<file path="config.mk">
export PLATFORM = sky130hd
export DESIGN_NAME = mutex
export DESIGN_NICKNAME = d
export VERILOG_FILES = /design/src/rtl/mutex.sv
export SDC_FILE = /design/constraint.sdc
export NUM_CORES = 1
export LEC_CHECK = 0
export CAP_MARGIN = 20
export CORE_AREA = 2 2 39 41
export DETAILED_ROUTE_END_ITERATION = 10
export DIE_AREA = 0 0 41 43
export MAX_ROUTING_LAYER = met4
export SYNTH_ARGS = -nofsm -noshare
export SYNTH_HDL_FRONTEND = slang
export SYNTH_SLANG_ARGS = --single-unit
</file>
<file path="constraint.sdc">
create_clock -name clk -period 0.8 [get_ports clk]
set_clock_uncertainty 0.05 [all_clocks]
set_input_delay 0.16 -clock clk [delete_from_list [all_inputs] [get_ports clk]]
set_output_delay 0.16 -clock clk [all_outputs]
set_load 0.02 [all_outputs]
</file>
<file path="src/rtl/mutex.sv">
// Registered sign classifier: one-hot-or-none positive/negative flags plus an
// auxiliary zero flag, all updated one clock after `in` is sampled.
module mutex #(
   parameter int WIDTH = 16
) (
   input  logic             clk,
   input  logic             rst_n,
   input  logic [WIDTH-1:0] in,
   output logic             positive_flag,
   output logic             negative_flag,
   output logic             zero_flag
);

   logic             sign_bit;
   logic [WIDTH-1:0] any_set_chain;
   logic             nonzero;
   logic             positive_next;
   logic             negative_next;
   logic             zero_next;
   logic             positive_reg;
   logic             negative_reg;
   logic             zero_reg;

   assign sign_bit = in[WIDTH-1];

   // Running OR of the input bits; the last stage says whether any bit is set.
   assign any_set_chain[0] = in[0];
   generate
      for (genvar gi = 1; gi < WIDTH; gi++) begin : g_or_chain
         assign any_set_chain[gi] = any_set_chain[gi-1] | in[gi];
      end
   endgenerate

   assign nonzero = any_set_chain[WIDTH-1];

   // The three next-state terms partition the input space, so at most one is set.
   always_comb begin
      negative_next = sign_bit;
      zero_next     = ~nonzero;
      positive_next = ~sign_bit & nonzero;
   end

   always_ff @(posedge clk or negedge rst_n) begin
      if (!rst_n) begin
         positive_reg <= 1'b0;
         negative_reg <= 1'b0;
         zero_reg     <= 1'b0;
      end else begin
         positive_reg <= positive_next;
         negative_reg <= negative_next;
         zero_reg     <= zero_next;
      end
   end

   assign positive_flag = positive_reg;
   assign negative_flag = negative_reg;
   assign zero_flag     = zero_reg;

endmodule

</file>
==> impl_metrics.env <==
export IMPL_status="complete, but fails checks"
export IMPL_violations="negative setup slack"
export IMPL_htree_levels=1
export IMPL_final_antenna_net_count=0
export IMPL_drt_first_pass_iters=2
export IMPL_drc=0
export IMPL_viasPerCell=3.60
export IMPL_syn_nets=28
export IMPL_leakage_uw=0.000164
export IMPL_finalCriticalPeriod_ns=0.941
export IMPL_hold_ws_ns=0.0598
export IMPL_numPortBuffers=20
export IMPL_synth_compound_area_frac=0
export IMPL_ys_seq_area_frac=0.583
export IMPL_cts_hold_buf=0
export IMPL_timing_final_crit_share=1.18
export IMPL_slowest_delay_ns=0.37
export IMPL_place_gp_congestion=0.664
export IMPL_num_vias=180
export IMPL_synth_cells=10
export IMPL_slew_headroom=0.867
export IMPL_ios=21
export IMPL_yosysWarnings=0
export IMPL_grt_max_degree=4
export IMPL_start_kind="register"
export IMPL_drive_gt1_frac=0.676
export IMPL_path_cells="buf_6"
export IMPL_powerDensity_nw_per_um2=1460
export IMPL_cts_sinks=3
export IMPL_num_nets_final=53
export IMPL_synth_distinct_cells=7
export IMPL_min_delay_path_class="input port to asynchronous set/reset pin"
export IMPL_cts_root_buf="clkbuf_4"
export IMPL_layout_setup_ws_ns=-0.141
export IMPL_rows=14
export IMPL_die_h_um=43
export IMPL_syn_area_per_cell_um2=12.9
export IMPL_cpMaxStageDelayCell="dfrtp_1"
export IMPL_rsz0062_at_grt="true"
export IMPL_muxShareOfSynthArea=0
export IMPL_core_area_um2=1380
export IMPL_clk_pin_slew_worst_paths_ns=0.04
export IMPL_cap_violations=0
export IMPL_slew_viol_final=0
export IMPL_arrival_ns=0.73
export IMPL_fmax_mhz=1060
export IMPL_cp_required_ns=0.59
export IMPL_end_kind="primary output"
export IMPL_synth_fa_ha_area_frac=0
export IMPL_post_cts_setup_buffer_count=0
export IMPL_ys_seq_elements=3
export IMPL_syn_to_final_growth_pct=178
export IMPL_critPathTopFamily="flip-flops"
export IMPL_cts_made_buffers=3
export IMPL_finalSetupViolations=3
export IMPL_max_slew_worst_pin_slew_ns=0.198
export IMPL_grt_overflow=0
export IMPL_synth_xor_xnor_area_share=0
export IMPL_drt_wirelength_per_cell_um=11.8
export IMPL_grt_usage=0.0865
export IMPL_synth_top_family_by_area="simple AND/OR/NAND/NOR gates"
export IMPL_die_w_um=41
export IMPL_path_buf_inv=1
export IMPL_vdd_ir_drop_worst_uv=307
export IMPL_critical_path_class="register to primary output"
export IMPL_finalSetupTns_ns=-0.406
export IMPL_grt_pass1_vias=210
export IMPL_wirelength_um=589
export IMPL_synth_simple_gate_area_share=0.417
export IMPL_layout_common_cells="buf_2, clkbuf_4, dfrtp_1, buf_6"
export IMPL_pre_cts_ws_ns=-0.567
export IMPL_final_common_cell="buf_2"
export IMPL_clock_path_buffers=2
export IMPL_finalHoldViolCount=0
export IMPL_antenna_found_initial=0
export IMPL_n_antenna_cell=0
export IMPL_power_total_uw=524
export IMPL_grt_pass1_wl_um=848
export IMPL_cts_tree="yes"
export IMPL_netlist_area_um2=129
export IMPL_crit_fanout=1
export IMPL_drtIter0Drc=1
export IMPL_die_area_um2=1760
export IMPL_start_util=0.0931
synthesized netlist by cell type:
cell / count / area (µm²)
nand4_1: 1 / 6.26
nor2_1: 1 / 3.75
nor4_1: 2 / 12.5
nor3_1: 1 / 5.00
dfrtp_1: 3 / 75.1
nor2b_4: 1 / 13.8
nor4_2: 1 / 12.5
flip-flops by register name, indices dropped and copies added, names as in the netlist:
signal / count
negative_flag: 1
positive_flag: 1
zero_flag: 1
per-stage QoR:
stage | cells | utilization | cell area [µm²]
2_1_floorplan | 10 | - | 159
3_3_place_gp | 46 | 0.274 | 379
3_5_place_dp | 46 | 0.274 | 379
4_1_cts | 50 | 0.264 | 365
5_1_grt | 50 | 0.259 | 358
6_report | 50 | 0.259 | 358
kinds of logic (layout without fill, tap and decap cells):
group,Yosys count,count (layout)
buffers and inverters,0,24
DFF,3,3
and+or+nand+nor,7,7
power breakdown:
part           switching [µW]  internal, µW  total, µW
registers                2.49           158        160
clock network            75.2           187        262
logic                    43.4          58.6        102
total                     121           403        524
final cells by class:
type                       instances  area, µm²
clock buffer                       4       26.3
fill                             150       1030
tap                               16       20.0
multi-input combinational          7       88.8
timing repair buffer              20        148
sequential                         3       75.1
worst max-delay path by stage:
stage	startpoint	end	cells past startpoint
after floorplan	in[3]	positive_flag$_DFF_PN0_	3
after global placement	in[3]	positive_flag$_DFF_PN0_	4
after detailed placement	in[3]	positive_flag$_DFF_PN0_	4
after CTS	positive_flag$_DFF_PN0_	positive_flag	1
after global routing	positive_flag$_DFF_PN0_	positive_flag	1
final	positive_flag$_DFF_PN0_	positive_flag	1
what timing repair did:
item,CTS,global route
endpoints found under the setup margin,5,5
pin swaps,5,5
resized for setup,61,7
routing by layer:
layer	vias to the layer above	global-route usage	wire length (µm)	part of all wire
met5	-	-	0	0
met4	0	0.0600	0	0
met3	0	0.0733	144	0.24
met2	21	0.0781	170	0.29
met1	72	0.116	274	0.47
li1	87	-	-	-
Note: power is estimated with default switching activity, not from simulation.
